File: config.mk
export PLATFORM = sky130hd
export DESIGN_NAME = if_fetch_unit_flat
export DESIGN_NICKNAME = d
export VERILOG_FILES = /design/src/rtl/if_fetch_unit_if.sv /design/src/rtl/if_fetch_unit.sv /design/src/flat_wrapper.sv
export SDC_FILE = /design/constraint.sdc
export NUM_CORES = 1
export LEC_CHECK = 0
export ABC_AREA = 0
export CAP_MARGIN = 20
export CORE_UTILIZATION = 54
export DETAILED_ROUTE_END_ITERATION = 12
export PLACE_DENSITY = 0.83
export SLEW_MARGIN = 20
export SYNTH_ARGS = -nofsm -noshare
export SYNTH_HDL_FRONTEND = slang
export SYNTH_SLANG_ARGS = --single-unit
File: constraint.sdc
create_clock -name clk -period 2.8 [get_ports clk]
set_input_delay 0.28 -clock clk [delete_from_list [all_inputs] [get_ports clk]]
set_output_delay 0.28 -clock clk [all_outputs]
set_load 0.02 [all_outputs]
File: src/rtl/if_fetch_unit_if.sv
// Instruction-memory request/response bus between the fetch unit (master)
// and the instruction memory (slave).
interface if_fetch_unit_if;
    logic        imem_req;
    logic [31:0] imem_addr;
    logic        imem_ack;
    logic [31:0] imem_rdata;

    modport master (
        output imem_req,
        output imem_addr,
        input  imem_ack,
        input  imem_rdata
    );

    modport slave (
        input  imem_req,
        input  imem_addr,
        output imem_ack,
        output imem_rdata
    );
endinterface

File: src/rtl/if_fetch_unit.sv
// Instruction fetch unit: FETCH/HOLD/DRAIN control feeding the IF/ID register.
// Define FETCH_PERF_CNT_EN to add saturating stall_cycles/flush_count counters.
module if_fetch_unit (
    input  logic                    clk,
    input  logic                    rst,
    input  logic                    freeze,
    input  logic                    branch_taken,
    input  logic [31:0]             branch_addr,
    if_fetch_unit_if.master         imem,
    output logic                    if_valid,
    output logic [31:0]             if_pc,
    output logic [31:0]             if_instr
`ifdef FETCH_PERF_CNT_EN
    ,
    output logic [15:0]             stall_cycles,
    output logic [15:0]             flush_count
`endif
);

    typedef enum logic [1:0] {
        S_FETCH = 2'd0,
        S_HOLD  = 2'd1,
        S_DRAIN = 2'd2
    } state_t;

    state_t      state_q, state_d;
    logic [31:0] pc_q, pc_d;
    logic [31:0] req_addr_q, req_addr_d;
    logic        req_q, req_d;
    logic [31:0] hold_instr_q, hold_instr_d;
    logic [31:0] hold_pc_q, hold_pc_d;
    logic        if_valid_q, if_valid_d;
    logic [31:0] if_pc_q, if_pc_d;
    logic [31:0] if_instr_q, if_instr_d;
    logic [31:0] pc_inc;
    logic        ack;

    // An ack only counts against a request that is actually on the bus.
    assign ack    = imem.imem_ack & req_q;
    assign pc_inc = pc_q + 32'd4;

    always_comb begin
        state_d      = state_q;
        pc_d         = pc_q;
        req_addr_d   = req_addr_q;
        hold_instr_d = hold_instr_q;
        hold_pc_d    = hold_pc_q;
        if_valid_d   = if_valid_q;
        if_pc_d      = if_pc_q;
        if_instr_d   = if_instr_q;

        case (state_q)
            S_FETCH: begin
                if (branch_taken) begin
                    pc_d       = branch_addr;
                    if_valid_d = 1'b0;
                    // With no request in flight the redirect can go straight out.
                    if (ack || !req_q) begin
                        req_addr_d = branch_addr;
                    end else begin
                        state_d = S_DRAIN;
                    end
                end else if (ack && !freeze) begin
                    if_instr_d = imem.imem_rdata;
                    if_pc_d    = pc_inc;
                    if_valid_d = 1'b1;
                    pc_d       = pc_inc;
                    req_addr_d = pc_inc;
                end else if (ack) begin
                    hold_instr_d = imem.imem_rdata;
                    hold_pc_d    = pc_inc;
                    pc_d         = pc_inc;
                    state_d      = S_HOLD;
                end else if (!freeze) begin
                    if_valid_d = 1'b0;
                end
            end
            S_HOLD: begin
                if (branch_taken) begin
                    pc_d         = branch_addr;
                    if_valid_d   = 1'b0;
                    hold_instr_d = 32'd0;
                    hold_pc_d    = 32'd0;
                    req_addr_d   = branch_addr;
                    state_d      = S_FETCH;
                end else if (!freeze) begin
                    if_instr_d = hold_instr_q;
                    if_pc_d    = hold_pc_q;
                    if_valid_d = 1'b1;
                    req_addr_d = pc_q;
                    state_d    = S_FETCH;
                end
            end
            S_DRAIN: begin
                if_valid_d = 1'b0;
                if (branch_taken) begin
                    pc_d = branch_addr;
                end else if (ack) begin
                    req_addr_d = pc_q;
                    state_d    = S_FETCH;
                end
            end
            default: begin
                state_d = S_FETCH;
            end
        endcase

        req_d = (state_d != S_HOLD);
    end

    always_ff @(posedge clk or negedge rst) begin
        if (!rst) begin
            state_q      <= S_FETCH;
            pc_q         <= 32'd0;
            req_addr_q   <= 32'd0;
            req_q        <= 1'b0;
            hold_instr_q <= 32'd0;
            hold_pc_q    <= 32'd0;
            if_valid_q   <= 1'b0;
            if_pc_q      <= 32'd0;
            if_instr_q   <= 32'd0;
        end else begin
            state_q      <= state_d;
            pc_q         <= pc_d;
            req_addr_q   <= req_addr_d;
            req_q        <= req_d;
            hold_instr_q <= hold_instr_d;
            hold_pc_q    <= hold_pc_d;
            if_valid_q   <= if_valid_d;
            if_pc_q      <= if_pc_d;
            if_instr_q   <= if_instr_d;
        end
    end

    assign imem.imem_req  = req_q;
    assign imem.imem_addr = req_addr_q;
    assign if_valid       = if_valid_q;
    assign if_pc          = if_pc_q;
    assign if_instr       = if_instr_q;

`ifdef FETCH_PERF_CNT_EN
    function automatic logic [15:0] sat_inc16(input logic [15:0] v, input logic en);
        return (en && (v != 16'hFFFF)) ? v + 16'd1 : v;
    endfunction

    logic [15:0] stall_cycles_q, stall_cycles_d;
    logic [15:0] flush_count_q, flush_count_d;

    always_comb begin
        stall_cycles_d = sat_inc16(stall_cycles_q, freeze);
        flush_count_d  = sat_inc16(flush_count_q, branch_taken);
    end

    always_ff @(posedge clk or negedge rst) begin
        if (!rst) begin
            stall_cycles_q <= 16'd0;
            flush_count_q  <= 16'd0;
        end else begin
            stall_cycles_q <= stall_cycles_d;
            flush_count_q  <= flush_count_d;
        end
    end

    assign stall_cycles = stall_cycles_q;
    assign flush_count  = flush_count_q;
`endif

endmodule

File: src/flat_wrapper.sv
// flat-port wrapper written by rule: the top's interface ports become plain ports
module if_fetch_unit_flat 
  (clk, rst, freeze, branch_taken, branch_addr, if_valid, if_pc, if_instr, imem_imem_req, imem_imem_addr, imem_imem_ack, imem_imem_rdata);
  if_fetch_unit_if imem_i ();
  input  logic clk;
  input  logic rst;
  input  logic freeze;
  input  logic branch_taken;
  input  logic [31:0] branch_addr;
  output logic if_valid;
  output logic [31:0] if_pc;
  output logic [31:0] if_instr;
  output wire logic [$bits(imem_i.imem_req)-1:0] imem_imem_req;
  output wire logic [$bits(imem_i.imem_addr)-1:0] imem_imem_addr;
  input wire logic [$bits(imem_i.imem_ack)-1:0] imem_imem_ack;
  input wire logic [$bits(imem_i.imem_rdata)-1:0] imem_imem_rdata;
  assign imem_imem_req = imem_i.imem_req;
  assign imem_imem_addr = imem_i.imem_addr;
  assign imem_i.imem_ack = imem_imem_ack;
  assign imem_i.imem_rdata = imem_imem_rdata;
  if_fetch_unit u_core (.clk(clk), .rst(rst), .freeze(freeze), .branch_taken(branch_taken), .branch_addr(branch_addr), .imem(imem_i), .if_valid(if_valid), .if_pc(if_pc), .if_instr(if_instr));
endmodule
# Word level (Yosys, flattened, before mapping)

Cells that the tools add are included.

$add $sub $neg: 1
Equal/unequal tests: 19
Muxes and demuxes: 46
Bitwise gates (word level): 1
Reduce and logical (&&, ||, !) cells: 14

Operator list:

| cell                    | number |
|---|---|
| $mux W32                | 24 |
| $pmux W32 S2            | 5 |
| $pmux W32 S3            | 1 |
| $add A32 B3 Y32 const B | 1 |
| $mux W2                 | 8 |
| $ne A2 B2 Y1 const B    | 6 |
| $ne A2 B1 Y1 const B    | 5 |
| $reduce_and A5 Y1       | 2 |
| $mux W1                 | 6 |
| $ne A3 B2 Y1 const B    | 2 |
| $pmux W2 S3             | 1 |
| $reduce_and A6 Y1       | 1 |
| $ne A4 B2 Y1 const B    | 1 |
| $ne A4 B3 Y1 const B    | 1 |
| $ne A4 B4 Y1 const B    | 1 |
| $reduce_and A4 Y1       | 1 |
| $reduce_bool A2 Y1      | 2 |
| $ne A3 B3 Y1 const B    | 1 |
| $pmux W1 S3             | 1 |
| $reduce_and A3 Y1       | 1 |
| $reduce_bool A3 Y1      | 1 |
| $eq A2 B1 Y1 const B    | 1 |
| $eq A2 B2 Y1 const B    | 1 |
| $logic_not A1 Y1        | 2 |
| other kinds (5)         | 5 |

Bits in registers: 196
Input port bits: 69
Output and inout port bits: 98
Logic and storage cells: 90

# Depth between registers and ports, before layout

Depth in word-level cells: 6
Gate-level depth with buffers: 10
Gate-level depth less buffers: 7

# Worst setup path after synthesis

Ideal clock, no wire load.

Path kind: register -> register
Start point: register u_core.state_q[1]
End point: register u_core.pc_q[26]
Library setup time: 0.067 ns
Arrival time: 2.128 ns
Data required time: 2.733 ns
Slack: 0.605 ns
Stages on the path, launching flop included: 10
Path buffers: 2
Clock period less this slack: 2.195 ns
Cells stage by stage: dfrtp_1 -> inv_1 -> ha_1 -> clkbuf_1 -> a21boi_0 -> o31a_1 -> clkbuf_1 -> or4_1 -> a21oi_1 -> a221o_1

Word-level cells in the longest chain between the ends: 4
Elaborated cells on any way between the ends: 9

Ends and longest elaborated chain:

| element                                                                    | line                 | source |
|---|---|---|
| start: declaration                                                         | if_fetch_unit.sv:26  | `state_t state_q, state_d;` |
| start signal: assignment                                                   | if_fetch_unit.sv:123 | `state_q <= state_d;` |
| $eq A2 B1 Y1 / $eq A2 B2 Y1 (equally long branches)                        | if_fetch_unit.sv:52  | `case (state_q)` |
| $reduce_or A2 Y1 (no source line)                                          | --                   |  |
| $ne A2 B1 Y1 (no source line) / $reduce_bool A2 Y1 (equally long branches) | --                   |  |
| $reduce_and A3 Y1 (no source line)                                         | --                   |  |
| end signal: assignment                                                     | if_fetch_unit.sv:124 | `pc_q <= pc_d;` |
| end: declaration                                                           | if_fetch_unit.sv:27  | `logic [31:0] pc_q, pc_d;` |

Several ways; a longest one is shown, not always the timed one.
A chain may end at the register's enable or synchronous reset.

# Worst setup path after layout

Start point: register u_core.state_q[1]
End point: register u_core.req_addr_q[20] (netlist: u_core.imem.imem_addr[20])

Word-level cells in the longest chain between the ends: 3
Elaborated cells on any way between the ends: 11

Ends and longest elaborated chain:

| element                                               | line                 | source |
|---|---|---|
| $eq A2 B1 Y1 (tied with other cells)                  | if_fetch_unit.sv:52  |  |
| $ne A3 B3 Y1 (no source line) (tied with other cells) | --                   |  |
| $reduce_and A6 Y1 (no source line)                    | --                   |  |
| end signal: assignment                                | if_fetch_unit.sv:125 | `req_addr_q <= req_addr_d;` |
| end: declaration                                      | if_fetch_unit.sv:28  | `logic [31:0] req_addr_q, req_addr_d;` |

Several ways; a longest one is shown, not always the timed one.

==> impl_metrics.ini <==
[cells_and_area]
antenna_cells = 0
fin_util = 0.685
fin_nets = 1303
areaGrowthSynthToFinish_pct = 24.4
drive_gt1_frac = 0.0805

[clocking]
post-cts-setup-buffers = 0
cts_tree = yes
cts_buffers = 17
path_clk_slew_ns = 0.08
cts_buffer_depth = 2
insertion_delay_ns = 0.43
clockRootBuffer = clkbuf_16
cts-htree-levels = 4
clock-sinks = 196

[route]
dr.pass1.iters = 5
drt-total-wl_um = 27100
dr_total_vias = 8910
drc = 0
routedWlPerCell_um = 18.4
vias_per_cell = 6.06
first_iter_violations = 989
ant_nets = 0

[synthesis]
ys_seq_elements = 196
syn-instance-count = 1099
synth_common_cells = 207 x nand2_1, 196 x dfrtp_1, 133 x o21ai_0
yosys.area.top_type = dfrtp_1
yosysTopAreaCellShare = 0.496
yosysMostFrequentCell = nand2_1
ys_seq_area_frac = 0.496
synthTopCellsByArea = dfrtp_1 50%, nand2_1 7.9%, o21ai_0 6.7%
synth_edf_count = 0
ys.flop_type = dfrtp_1
synthArstFlopShare = 1.00
synth_fp_nets = 1173
synth_warnings = 0
post_synth_num_cell_types = 71
synth.avg_cell_area_um2 = 9.00
netlist_area_um2 = 9890

[pwr]
power_density_nw_per_um2 = 1180
p_switching_uw = 6230
swShare = 0.431
leakagePower_uw = 0.00512
pwr-share-seq = 0.360
p_clk_frac = 0.161
ir_drop_mv = 0.677
combinationalPowerShare = 0.478
internal-power_uw = 8240

[die]
ios = 167
initial_utilization = 0.551
die_w_um = 137
die_area_um2 = 18900
core_area_um2 = 18000
die_y_um = 137
rows = 49

[setup_path]
cp-startpoint = u_core.state_q[1]$_DFF_PN0_
critPathLaunchType = flop
setup.worst_path.end_class = flop
crit_type = reg -> reg
r2r_setup_slack_ns = 0.31
r2r_end = u_core.imem.imem_addr[20]$_DFFE_PN0P_
r2r-start = u_core.state_q[1]$_DFF_PN0_
reg2reg_depth = 7
required_ns = 3.14
cp-endpoint = u_core.imem.imem_addr[20]$_DFFE_PN0P_
worst-path-max-fanout = 27
worstPathArrival_ns = 2.83

[global_route]
grt_overflow = 0
grt_start_max_net_pins = 77
grt_pass1_vias = 8505
track_usage = 0.296
grt_pass1_wl_um = 43100
antenna_found_initial = 0

[sta]
maxSlewHeadroom = 0.457
fin_skew_ns = 0.0129
tns_ns = 0
period_needed_ns = 2.49
period_share = 0.889
max_freq_mhz = 402
rsz0062_at_grt = false
setup_violations = 0
hold_violations = 0
slew_viol_final = 0
tightestPinTransition_ns = 0.811

[placed_design]
gp_congestion = 0.936
io_buffer_count = 166
place_hpwl_um = 18700

[hold_path]
min_path_type = in -> async

[job]
cap_violations = 0

[outcome]
outcome = completed
==> kinds of logic (layout without fill, tap and decap cells) <==
logic type,after synthesis,in the layout,synth area share
compound gates,329,329,0.208
xor+xnor,23,23,0.0204
fa+ha+maj,5,5,0.00632
buf+inv,107,250,0.0559
flops,196,196,0.496
mux,11,11,0.0121
simple gates,428,428,0.202
==> cells in the final DEF (no fill, tap or decap), drive strengths merged, types with 12 or more instances in the layout <==
cell type	n
buf	41
a31oi	50
nor3	14
a21oi	41
o21ai	134
clkdlybuf4s50	165
nand3	28
nand2	207
clkbuf	19
nor2	97
a221oi	17
inv	15
dfrtp	196
xnor2	14
a22o	12
nand4	16
o211ai	15
==> layer usage <==
| metal | GRT usage | vias to the layer above | part of all wire |
|---|---|---|---|
| met5 | 0 | - | 0 |
| met4 | 0.112 | 0 | 0.025 |
| met3 | 0.0423 | 69 | 0.079 |
| met2 | 0.465 | 431 | 0.46 |
| met1 | 0.418 | 4226 | 0.43 |
| li1 | - | 4184 | - |
==> area by class of cell <==
| type | count | area (um2) |
|---|---|---|
| multi-input cells | 796 | 4460 |
| clock inverters | 14 | 118 |
| well taps | 229 | 287 |
| flip-flops and latches | 196 | 4900 |
| clock buffers | 18 | 439 |
| fillers | 1424 | 5660 |
| repair buffers | 208 | 2060 |
| inverters | 10 | 37.5 |
==> stage by stage <==
step / hold WS [ns] / instance area, um2 / total power (uW) / setup slack [ns] / std cells
floorplan: -0.0156 / 9890 / 9410 / 0.605 / 1099
CTS: 0.416 / 12300 / 14500 / 0.303 / 1471
global route: 0.435 / 12300 / 15400 / 0.0843 / 1471
finish: 0.424 / 12300 / 14500 / 0.310 / 1471
detailed placement: 0.349 / 11700 / 12100 / 0.117 / 1438
global placement: 0.348 / 11700 / 11900 / 0.147 / 1438
==> how the worst min path moves through the flow <==
stage / startpoint / to / slack (ns) / depth (start not counted)
5_1_grt: imem_imem_rdata[3] / u_core.if_instr[3]$_DFFE_PN0P_ / 0.44 / 3
6_report: rst / u_core.if_instr[6]$_DFFE_PN0P_ / 0.42 / 2
2_1_floorplan: rst / u_core.hold_instr_q[0]$_DFFE_PN0P_ / -0.02 / 0
3_5_place_dp: rst / u_core.if_instr[6]$_DFFE_PN0P_ / 0.35 / 1
3_3_place_gp: rst / u_core.if_instr[6]$_DFFE_PN0P_ / 0.35 / 1
4_1_cts: branch_addr[0] / u_core.pc_q[0]$_DFFE_PN0P_ / 0.42 / 3
==> timing repair <==
item,in CTS,in global routing
hold endpoints to repair,73,0
hold buffers,1,0
resized for setup,0,0
endpoints found under the setup margin,0,0
==> worst max-delay path, cell delays in order (launching register included) <==
cell and delay [ns]:
dfrtp_1 0.43, inv_1 0.12, ha_2 0.40, a22o_1 0.32
a211o_1 0.46, buf_4 0.37, nor2_1 0.08, a211oi_1 0.22
==> power by group through the flow <==
stage	clock network [uW]	registers [uW]	logic (uW)
after floorplan	0	5620	3780
after global placement	0	5180	6680
after detailed placement	0	5230	6860
after CTS	2370	5180	6920
after global routing	2480	5390	7570
final	2340	5210	6920
==> sequential cells by signal, indices dropped and copies added, names as in the netlist <==
register / flops
u_core.pc_q: 32
u_core.state_q: 2
u_core.if_valid: 1
u_core.if_instr: 32
u_core.imem.imem_req: 1
u_core.imem.imem_addr: 32
u_core.hold_instr_q: 32
u_core.hold_pc_q: 32
u_core.if_pc: 32
(Power assumes the default switching activity.)
